File: config.mk
export PLATFORM = sky130hd
export DESIGN_NAME = ntt_pingpong_buffer_flat
export DESIGN_NICKNAME = d
export VERILOG_FILES = /design/src/rtl/ntt_pingpong_buffer_if.sv /design/src/rtl/ntt_pingpong_buffer.sv /design/src/flat_wrapper.sv
export SDC_FILE = /design/constraint.sdc
export NUM_CORES = 2
export LEC_CHECK = 0
export CORE_ASPECT_RATIO = 0.9
export CORE_UTILIZATION = 40
export DETAILED_ROUTE_END_ITERATION = 7
export GPL_TIMING_DRIVEN = 0
export PLACE_DENSITY = 0.65
export SYNTH_ARGS = -nofsm -noshare
export SYNTH_HDL_FRONTEND = slang
export SYNTH_SLANG_ARGS = --single-unit
export TNS_END_PERCENT = 50
File: constraint.sdc
create_clock -name clk -period 5.9 [get_ports clk]
set_clock_uncertainty 0.15 [all_clocks]
set_input_delay 0.59 -clock clk [delete_from_list [all_inputs] [get_ports clk]]
set_output_delay 0.59 -clock clk [all_outputs]
set_load 0.005 [all_outputs]
File: src/rtl/ntt_pingpong_buffer_if.sv
// Host stream and NTT core memory-wrapper signals of the ping-pong coefficient buffer.
// slave is the buffer side; master is the host/core side.
interface ntt_pingpong_buffer_if #(
  parameter int LOGQ = 64,
  parameter int LOGN = 4
);
  localparam int AW = ((LOGN < 9) ? 9 : LOGN) + 1;

  logic            in_valid;
  logic            in_ready;
  logic [LOGQ-1:0] in_data;
  logic            in_intt;
  logic            out_valid;
  logic            out_ready;
  logic [LOGQ-1:0] out_data;
  logic            out_last;
  logic            ntt_start;
  logic            ntt_intt;
  logic            ntt_finish;
  logic [AW-1:0]   ntt_read_address;
  logic [LOGQ-1:0] ntt_din;
  logic [AW-1:0]   ntt_write_address;
  logic            ntt_wea;
  logic [LOGQ-1:0] ntt_dout;

  modport slave (
    input  in_valid, in_data, in_intt, out_ready, ntt_finish,
           ntt_read_address, ntt_write_address, ntt_wea, ntt_dout,
    output in_ready, out_valid, out_data, out_last, ntt_start, ntt_intt, ntt_din
  );

  modport master (
    output in_valid, in_data, in_intt, out_ready, ntt_finish,
           ntt_read_address, ntt_write_address, ntt_wea, ntt_dout,
    input  in_ready, out_valid, out_data, out_last, ntt_start, ntt_intt, ntt_din
  );
endinterface

File: src/rtl/ntt_pingpong_buffer.sv
// Two-bank ping-pong coefficient store: host loads one bank while the NTT core works on the other.
// Optional NTT_BUF_PERF_EN adds perf_cycles, the ntt_start-high cycle count of the last transform.
module ntt_pingpong_buffer #(
  parameter int LOGQ       = 64,
  parameter int LOGN       = 4,
  parameter int DELAY_BRAM = 1
) (
  input  logic                 clk,
  input  logic                 rst,
  ntt_pingpong_buffer_if.slave bus,
  output logic                 err_addr
`ifdef NTT_BUF_PERF_EN
  ,
  output logic [31:0]          perf_cycles
`endif
);
  localparam int N  = 2 ** LOGN;
  localparam int AW = ((LOGN < 9) ? 9 : LOGN) + 1;

  typedef enum logic [2:0] {FREE, LOAD, FULL, RUN, RESULT, DRAIN} bank_state_t;

  bank_state_t           state [2];
  logic                  ld_ptr, run_ptr, dr_ptr;
  logic [LOGN-1:0]       ld_cnt;
  logic [1:0]            bank_intt;
  logic                  start_q, intt_q, finish_q;
  logic [LOGN-1:0]       dr_addr;
  logic                  dr_issued_all;

  logic [LOGQ-1:0]       mem [2][N];
  logic [1:0]            wr_en;
  logic [1:0][LOGN-1:0]  wr_addr, rd_addr;
  logic [1:0][LOGQ-1:0]  wr_data, rd_q, dout;

  logic [DELAY_BRAM-1:0] pv, pl;
  logic [1:0]            inflight, fifo_cnt;
  logic [1:0][LOGQ-1:0]  fifo_data;
  logic [1:0]            fifo_last;
  logic                  fifo_wp, fifo_rp;

  logic in_ready_c, in_fire, run_active, launch, finish_rise;
  logic rd_hi_bad, wr_hi_bad, dr_issue, push, pop, out_valid_c;

  assign in_ready_c  = rst && (state[ld_ptr] == FREE || state[ld_ptr] == LOAD);
  assign in_fire     = bus.in_valid && in_ready_c;
  assign run_active  = (state[0] == RUN) || (state[1] == RUN);
  assign launch      = !run_active && (state[run_ptr] == FULL);
  assign finish_rise = bus.ntt_finish && !finish_q && (state[run_ptr] == RUN);
  assign rd_hi_bad   = |bus.ntt_read_address[AW-1:LOGN];
  assign wr_hi_bad   = |bus.ntt_write_address[AW-1:LOGN];

  always_comb begin
    inflight = '0;
    for (int i = 0; i < DELAY_BRAM; i++) inflight = inflight + 2'(pv[i]);
  end

  // Drain reads are throttled so FIFO entries plus reads in flight never exceed the 2-entry skid.
  assign dr_issue    = (state[dr_ptr] == DRAIN) && !dr_issued_all &&
                       (({1'b0, fifo_cnt} + {1'b0, inflight}) < 3'd2);
  assign push        = pv[DELAY_BRAM-1];
  assign out_valid_c = (fifo_cnt != 2'd0);
  assign pop         = out_valid_c && bus.out_ready;

  assign bus.in_ready  = in_ready_c;
  assign bus.out_valid = out_valid_c;
  assign bus.out_data  = fifo_data[fifo_rp];
  assign bus.out_last  = out_valid_c && fifo_last[fifo_rp];
  assign bus.ntt_start = start_q;
  assign bus.ntt_intt  = intt_q;
  assign bus.ntt_din   = (state[1] == RUN) ? dout[1] : dout[0];

  // Each bank's ports belong to the core while it runs, otherwise to the loader and drainer.
  always_comb begin
    for (int b = 0; b < 2; b++) begin
      wr_en[b]   = 1'b0;
      wr_addr[b] = ld_cnt;
      wr_data[b] = bus.in_data;
      rd_addr[b] = dr_addr;
      if (state[b] == RUN) begin
        wr_en[b]   = bus.ntt_wea && !wr_hi_bad;
        wr_addr[b] = bus.ntt_write_address[LOGN-1:0];
        wr_data[b] = bus.ntt_dout;
        rd_addr[b] = bus.ntt_read_address[LOGN-1:0];
      end else if (in_fire && (ld_ptr == 1'(b))) begin
        wr_en[b] = 1'b1;
      end
    end
  end

  always_ff @(posedge clk) begin
    for (int b = 0; b < 2; b++) begin
      if (wr_en[b]) mem[b][wr_addr[b]] <= wr_data[b];
    end
  end

  always_ff @(posedge clk or negedge rst) begin
    if (!rst) begin
      rd_q <= '0;
    end else begin
      for (int b = 0; b < 2; b++) rd_q[b] <= mem[b][rd_addr[b]];
    end
  end

  generate
    if (DELAY_BRAM == 2) begin : g_delay2
      logic [1:0][LOGQ-1:0] rd_q2;
      always_ff @(posedge clk or negedge rst) begin
        if (!rst) rd_q2 <= '0;
        else      rd_q2 <= rd_q;
      end
      assign dout = rd_q2;
    end else begin : g_delay1
      assign dout = rd_q;
    end
  endgenerate

  // Bank lifecycle: each bank is touched by at most one of load/run/drain in any cycle.
  always_ff @(posedge clk or negedge rst) begin
    if (!rst) begin
      state[0]      <= FREE;
      state[1]      <= FREE;
      ld_ptr        <= 1'b0;
      run_ptr       <= 1'b0;
      dr_ptr        <= 1'b0;
      ld_cnt        <= '0;
      bank_intt     <= '0;
      start_q       <= 1'b0;
      intt_q        <= 1'b0;
      finish_q      <= 1'b0;
      dr_addr       <= '0;
      dr_issued_all <= 1'b0;
      err_addr      <= 1'b0;
    end else begin
      finish_q <= bus.ntt_finish;
      if (in_fire) begin
        if (ld_cnt == '0) begin
          state[ld_ptr]     <= LOAD;
          bank_intt[ld_ptr] <= bus.in_intt;
        end
        if (ld_cnt == {LOGN{1'b1}}) begin
          state[ld_ptr] <= FULL;
          ld_ptr        <= ~ld_ptr;
        end
        ld_cnt <= ld_cnt + 1'b1;
      end
      if (launch) begin
        state[run_ptr] <= RUN;
        start_q        <= 1'b1;
        intt_q         <= bank_intt[run_ptr];
      end else if (finish_rise) begin
        state[run_ptr] <= RESULT;
        run_ptr        <= ~run_ptr;
        start_q        <= 1'b0;
      end
      if (state[dr_ptr] == RESULT) begin
        state[dr_ptr] <= DRAIN;
        dr_addr       <= '0;
        dr_issued_all <= 1'b0;
      end
      if (dr_issue) begin
        dr_addr <= dr_addr + 1'b1;
        if (dr_addr == {LOGN{1'b1}}) dr_issued_all <= 1'b1;
      end
      if (pop && fifo_last[fifo_rp]) begin
        state[dr_ptr] <= FREE;
        dr_ptr        <= ~dr_ptr;
      end
      if (run_active && (rd_hi_bad || (bus.ntt_wea && wr_hi_bad))) err_addr <= 1'b1;
    end
  end

  // Read pipeline tags and the 2-entry output skid FIFO.
  always_ff @(posedge clk or negedge rst) begin
    if (!rst) begin
      pv        <= '0;
      pl        <= '0;
      fifo_data <= '0;
      fifo_last <= '0;
      fifo_wp   <= 1'b0;
      fifo_rp   <= 1'b0;
      fifo_cnt  <= '0;
    end else begin
      pv[0] <= dr_issue;
      pl[0] <= dr_issue && (dr_addr == {LOGN{1'b1}});
      for (int i = 1; i < DELAY_BRAM; i++) begin
        pv[i] <= pv[i-1];
        pl[i] <= pl[i-1];
      end
      if (push) begin
        fifo_data[fifo_wp] <= dout[dr_ptr];
        fifo_last[fifo_wp] <= pl[DELAY_BRAM-1];
        fifo_wp            <= ~fifo_wp;
      end
      if (pop) fifo_rp <= ~fifo_rp;
      fifo_cnt <= fifo_cnt + {1'b0, push} - {1'b0, pop};
    end
  end

`ifdef NTT_BUF_PERF_EN
  logic [31:0] perf_cnt;

  always_ff @(posedge clk or negedge rst) begin
    if (!rst) begin
      perf_cnt    <= '0;
      perf_cycles <= '0;
    end else begin
      if (launch)                          perf_cnt <= '0;
      else if (start_q && perf_cnt != '1)  perf_cnt <= perf_cnt + 1'b1;
      if (finish_rise) perf_cycles <= perf_cnt;
    end
  end
`endif

endmodule
File: src/flat_wrapper.sv
// flat-port wrapper written by rule: the top's interface ports become plain ports
module ntt_pingpong_buffer_flat 
#(
  parameter int LOGQ       = 64,
  parameter int LOGN       = 4,
  parameter int DELAY_BRAM = 1
)
  (clk, rst, err_addr, bus_in_valid, bus_in_data, bus_in_intt, bus_out_ready, bus_ntt_finish, bus_ntt_read_address, bus_ntt_write_address, bus_ntt_wea, bus_ntt_dout, bus_in_ready, bus_out_valid, bus_out_data, bus_out_last, bus_ntt_start, bus_ntt_intt, bus_ntt_din);
  ntt_pingpong_buffer_if #(.LOGQ(LOGQ), .LOGN(LOGN)) bus_i ();
  input  logic clk;
  input  logic rst;
  output logic err_addr;
  input wire logic [$bits(bus_i.in_valid)-1:0] bus_in_valid;
  input wire logic [$bits(bus_i.in_data)-1:0] bus_in_data;
  input wire logic [$bits(bus_i.in_intt)-1:0] bus_in_intt;
  input wire logic [$bits(bus_i.out_ready)-1:0] bus_out_ready;
  input wire logic [$bits(bus_i.ntt_finish)-1:0] bus_ntt_finish;
  input wire logic [$bits(bus_i.ntt_read_address)-1:0] bus_ntt_read_address;
  input wire logic [$bits(bus_i.ntt_write_address)-1:0] bus_ntt_write_address;
  input wire logic [$bits(bus_i.ntt_wea)-1:0] bus_ntt_wea;
  input wire logic [$bits(bus_i.ntt_dout)-1:0] bus_ntt_dout;
  output wire logic [$bits(bus_i.in_ready)-1:0] bus_in_ready;
  output wire logic [$bits(bus_i.out_valid)-1:0] bus_out_valid;
  output wire logic [$bits(bus_i.out_data)-1:0] bus_out_data;
  output wire logic [$bits(bus_i.out_last)-1:0] bus_out_last;
  output wire logic [$bits(bus_i.ntt_start)-1:0] bus_ntt_start;
  output wire logic [$bits(bus_i.ntt_intt)-1:0] bus_ntt_intt;
  output wire logic [$bits(bus_i.ntt_din)-1:0] bus_ntt_din;
  assign bus_i.in_valid = bus_in_valid;
  assign bus_i.in_data = bus_in_data;
  assign bus_i.in_intt = bus_in_intt;
  assign bus_i.out_ready = bus_out_ready;
  assign bus_i.ntt_finish = bus_ntt_finish;
  assign bus_i.ntt_read_address = bus_ntt_read_address;
  assign bus_i.ntt_write_address = bus_ntt_write_address;
  assign bus_i.ntt_wea = bus_ntt_wea;
  assign bus_i.ntt_dout = bus_ntt_dout;
  assign bus_in_ready = bus_i.in_ready;
  assign bus_out_valid = bus_i.out_valid;
  assign bus_out_data = bus_i.out_data;
  assign bus_out_last = bus_i.out_last;
  assign bus_ntt_start = bus_i.ntt_start;
  assign bus_ntt_intt = bus_i.ntt_intt;
  assign bus_ntt_din = bus_i.ntt_din;
  ntt_pingpong_buffer #(.LOGQ(LOGQ), .LOGN(LOGN), .DELAY_BRAM(DELAY_BRAM)) u_core (.clk(clk), .rst(rst), .bus(bus_i), .err_addr(err_addr));
endmodule
## Yosys cells after proc, flatten, opt, wreduce, memory -nomap -nowiden

Memories as Yosys holds them, arrays and structs flattened.
Cells that the tools add are included.

| storage, ports and cells | value |
|---|---|
| flip-flop bits (word level) | 288 |
| memory bits (writable) | 2048 |
| output and inout bits | 134 |
| memories kept | 1 |

Memory list:

| name | words | bits a word | rd ports | clocked after Yosys merged registers in | write ports | RTL line | text |
|---|---|---|---|---|---|---|---|
| u_core.mem | 2 | 1024 | 2 | 0 | 2 | ntt_pingpong_buffer.sv:30 | `logic [LOGQ-1:0] mem [2][N];` |

| operators by class | value |
|---|---|
| add/subtract/negate cells | 5 |
| order comparisons | 20 |
| equal/unequal tests | 9 |
| multiplexer cells | 72 |
| bitwise logic cells | 30 |
| reduce and logical (&&, ||, !) cells | 40 |

Operator list:

| cell | number |
|---|---|
| $mux W1024 | 2 |
| $mux W64 | 14 |
| $bmux W64 S4 | 2 |
| $demux W64 S4 | 2 |
| $bwmux W128 | 1 |
| $demux W64 S1 | 1 |
| $mux W6 | 8 |
| $mux W3 | 12 |
| $mux W4 | 6 |
| $logic_and A1 B1 Y1 | 23 |
| $ge A5 B5 Y1 const B | 4 |
| $not A4 Y5 | 4 |
| $mux W1 | 17 |
| $and A4 B4 Y4 | 3 |
| $eq A3 B2 Y1 const B | 4 |
| $not A4 Y4 | 3 |
| $reduce_or A6 Y1 | 2 |
| $lt A1 B2 Y1 const B | 5 |
| $lt A5 B1 Y1 const B | 2 |
| $demux W3 S1 | 3 |
| $add A4 B1 Y4 const B | 2 |
| $eq A4 B4 Y1 const B | 2 |
| $or A4 B4 Y4 | 2 |
| $and A6 B6 Y6 | 1 |
| 23 further kinds | 51 |

## Longest topological paths before layout

| logic depth | value |
|---|---|
| depth after elaboration | 19 |
| mapped depth | 10 |
| depth with buffers taken out | 9 |

## Worst setup path before layout

Ideal clock, no wire load.

| timing | value |
|---|---|
| path kind | input to register |
| start | input port bus_ntt_write_address[5] |
| end | memory u_core.mem[0][640] (netlist name) (enable) |
| arrival | 4.192 ns |
| data required time | 5.263 ns |
| setup slack | 1.071 ns |
| stages on the path | 5 |
| path buffers | 0 |
| path through | nor4_1 nand3_1 o32ai_1 nand2_1 nor2_1 |

RTL lines:

| what | RTL line | text |
|---|---|---|
| from (decl) | flat_wrapper.sv:19 | `input wire logic [$bits(bus_i.ntt_write_address)-1:0] bus_ntt_write_address;` |
| to (decl) | ntt_pingpong_buffer.sv:30 |  |

## Worst setup path in the final report

| timing | value |
|---|---|
| start | register u_core.state[1] (netlist name) |
| end | output port bus_ntt_din[17] |

| between the ends | value |
|---|---|
| word-level cells in the longest chain between the ends | 2 |

Ends and longest elaborated chain:

| what | RTL line | text |
|---|---|---|
| from (decl) | ntt_pingpong_buffer.sv:22 | `bank_state_t state [2];` |
| $eq A3 B2 Y1 | ntt_pingpong_buffer.sv:70 | `assign bus.ntt_din = (state[1] == RUN) ? dout[1] : dout[0];` |
| $mux W64 | ntt_pingpong_buffer.sv:70 |  |
| to (decl) | flat_wrapper.sv:28 | `output wire logic [$bits(bus_i.ntt_din)-1:0] bus_ntt_din;` |

Every way passes these cells.

==> out/qor.csv <==
stage;metric;value;unit
grt;grt_overflow;0;
timing;fin_tns_setup;0;ps
grt;antenna_found_initial;43;
finish;regArea;0.0687;mm^2
clocking;clock_latency;910;ps
worst_setup_path;critPathRequiredTime;5160;ps
yosys;synthDistinctLibCells;58;
route;drcViolationCount;0;
pwr;peakVddDrop;0.268;mV
timing;fmax;173;MHz
floorplanning;die_area;0.270;mm^2
timing;fin_crit;5800;ps
floorplanning;core;0.267;mm^2
yosys;yosys_most_used_dff;edfxtp_1;
finish;nets;6680;
finish;multi_input_area;0.0368;mm^2
timing;hold_violations;0;
yosys;synth_edf_count;2048;
worst_setup_path;start_kind;flop;
finish;syn_to_final_growth;16.4;%
yosys;yosys_warnings;0;
clocking;numCtsBuffers;233;
yosys;ys_async_sr_fraction;0.123;
run_status;violations;max-capacitance violations, max-slew violations;
timing;finalCritPeriodShare;0.982;
timing;rsz0062_at_grt;no;
route;wl_per_cell;34.7;um
floorplanning;die_w;548;um
route;drt_first_pass_iters;6;
timing;slew_headroom;-0.0496;
yosys;synthDominantCellAreaShare;0.573;
route;drtAntennaViolNets;0;
yosys;synth-seq-cells;2336;
clocking;root_buffer;clkbuf_16;
place;port-buffer-count;284;
yosys;synthTopCellsByArea;edfxtp_1, mux4_2, dfrtp_1;
run_status;status;complete, but fails checks;
place;dpl.hpwl;255000;um
yosys;yosysTopAreaCell;edfxtp_1;
pwr;leakage;39.8;nW
finish;fillers;22400;
place;gp_congestion;0.858;
timing;finalSetupViolations;0;
grt;grt_pass1_wl;496000;um
clocking;path_clk_slew;70;ps
clocking;cts_buffer_depth;4;
timing;maxSlewViolCount;11;
yosys;ys_seq_area_frac;0.640;
worst_setup_path;arrival;5060;ps
floorplanning;rows;180;
grt;grt_max_degree;93;
worst_setup_path;cp_max_fo;13;
min_path;min_path_type;input port to async pin;
yosys;synthCells;5883;
route;vias;65100;
pwr;power_density;408;mW/mm^2
floorplanning;start_util;0.402;
timing;tightest_slew;1570;ps
clocking;tritoncts;yes;
finish;drive_above_1_share;0.275;
finish;fin_area;0.125;mm^2
yosys;syn_area;0.107;mm^2
route;first_iter_violations;10200;
grt;track_usage;0.262;
clocking;htree_levels;4;
place;place_area;0.117;mm^2
route;viasPerCell;6.32;
finish;final_core_util;0.468;
floorplanning;die_h;493;um
grt;grt_pass1_vias;64700;
flow_run;cap_violations;2;
worst_setup_path;end_kind;output pin;
yosys;avgSynthCellArea;18.2;um^2
floorplanning;pin_count;289;
worst_setup_path;path_class;flop to output pin;
clocking;cts_sinks;2336;
yosys;synth.net_count;6043;
route;wirelength;358000;um
where the power goes:
group	switching [mW]	internal, mW	total [mW]
combinational	9.43	6.49	15.9
sequential	0.760	19.5	20.2
clock	6.52	8.35	14.9
total	16.7	34.3	51.0
critical path: stages, from the launching register on:
cell and delay (ps):
dfrtp_1 420, nor2b_1 260, and2_1 160, clkbuf_1 670, clkbuf_2 880, clkbuf_1 790
nand2_1 120, nand2_1 220, clkdlybuf4s50_1 610
flip-flops by register name, summed over array words and instances, names as in the netlist, 2 cells and up:
register,flops
u_core.dr_addr,4
u_core.fifo_data,128
u_core.fifo_last,2
u_core.state,6
u_core.mem,2048
u_core.bank_intt,2
u_core.fifo_cnt,2
u_core.dout,128
u_core.ld_cnt,4
kinds of logic (layout without fill, tap and decap cells):
| logic type | after synthesis | count (layout) | synth area share |
|---|---|---|---|
| other | 0 | 45 | 0 |
| buffers and inverters | 460 | 1290 | 0.0198 |
| AO/OA/AOI/OAI | 441 | 441 | 0.0351 |
| multiplexers | 1546 | 1546 | 0.265 |
| adder cells (fa/ha/maj) | 5 | 5 | 0.000583 |
| flip-flops | 2336 | 2336 | 0.640 |
| XOR/XNOR | 9 | 9 | 0.000734 |
| AND/OR/NAND/NOR | 1086 | 1086 | 0.0392 |
cells in the final DEF (no fill, tap or decap), types with 5 or more instances in the layout:
cell,n
buf_6,14
buf_4,25
clkinv_1,40
xnor2_1,7
clkinvlp_4,5
nand2_1,921
clkbuf_1,275
nor3_1,5
mux4_2,1024
a21oi_1,81
clkinv_2,45
nor2b_1,10
and2_1,6
clkbuf_16,235
edfxtp_1,2048
clkbuf_2,18
a221oi_2,57
o21ai_0,75
buf_1,22
buf_12,89
clkdlybuf4s50_1,283
a31oi_1,6
inv_1,12
a32o_1,126
inv_6,5
diode_2,45
bufinv_16,19
mux2i_1,450
nand3_1,7
dfrtp_1,288
nor2_4,36
buf_16,25
ha_1,5
clkbuf_8,17
nor2_1,79
a221oi_1,69
buf_2,150
mux2_2,69
what timing repair did:
action / CTS / global route
buffers inserted: 0 / 0
resized for setup: 0 / 0
hold buffers: 2 / 0
setup endpoints to repair: 0 / 0
endpoints found under the hold margin: 89 / 0
through the flow:
step           instances  hold slack (ps)  setup slack [ps]  power, mW
6_report           10300             79.9               104       51.0
5_1_grt            10300             91.4              36.4       52.5
4_1_cts            10300             53.3               214       51.0
3_5_place_dp        9832              316               795       36.3
3_3_place_gp        9716              308            -16640       35.9
2_1_floorplan       5883              144              1070       29.2
worst paths after layout:
check,startpoint,end,slack (ps),cells past startpoint
worst max-delay path,u_core.state[1],bus_ntt_din[17],100,8
worst min-delay path,rst,u_core.fifo_data[113],80,2
worst max register to register,u_core.state[5],u_core.mem[0][380],1340,7
worst min register to register,u_core.fifo_data[49],u_core.fifo_data[49],320,2
max in group asynchronous,rst,u_core.fifo_data[79],3960,4
min in group clk,bus_ntt_read_address[8],u_core.err_addr,220,3
cell usage after synthesis, types with 12 or more instances:
library cell,n
nor2_1,115
a221oi_2,57
dfrtp_1,288
buf_2,144
edfxtp_1,2048
mux2i_1,450
o21ai_0,75
a221oi_1,69
buf_6,14
inv_1,12
mux4_2,1024
buf_4,23
a21oi_1,81
buf_1,28
a32o_1,126
nand2_1,921
clkbuf_1,237
mux2_2,69
cell type report:
cell class	count	area share
antenna	45	0.000901
buffer	448	0.0168
clock buffer	308	0.0506
clock inverter	120	0.00893
inverter	12	0.000360
multi-input combinational	3087	0.294
sequential	2336	0.550
tap	3549	0.0355
timing repair buffer	402	0.0428
per-layer routing:
metal / GRT usage / share of wire / routed length (um)
met2: 0.395 / 0.45 / 162000
met5: 0 / 0.00027 / 97
met4: 0.110 / 0.043 / 15600
met3: 0.0721 / 0.12 / 42800
met1: 0.359 / 0.38 / 137000
Note: power is estimated with default switching activity, not from simulation.
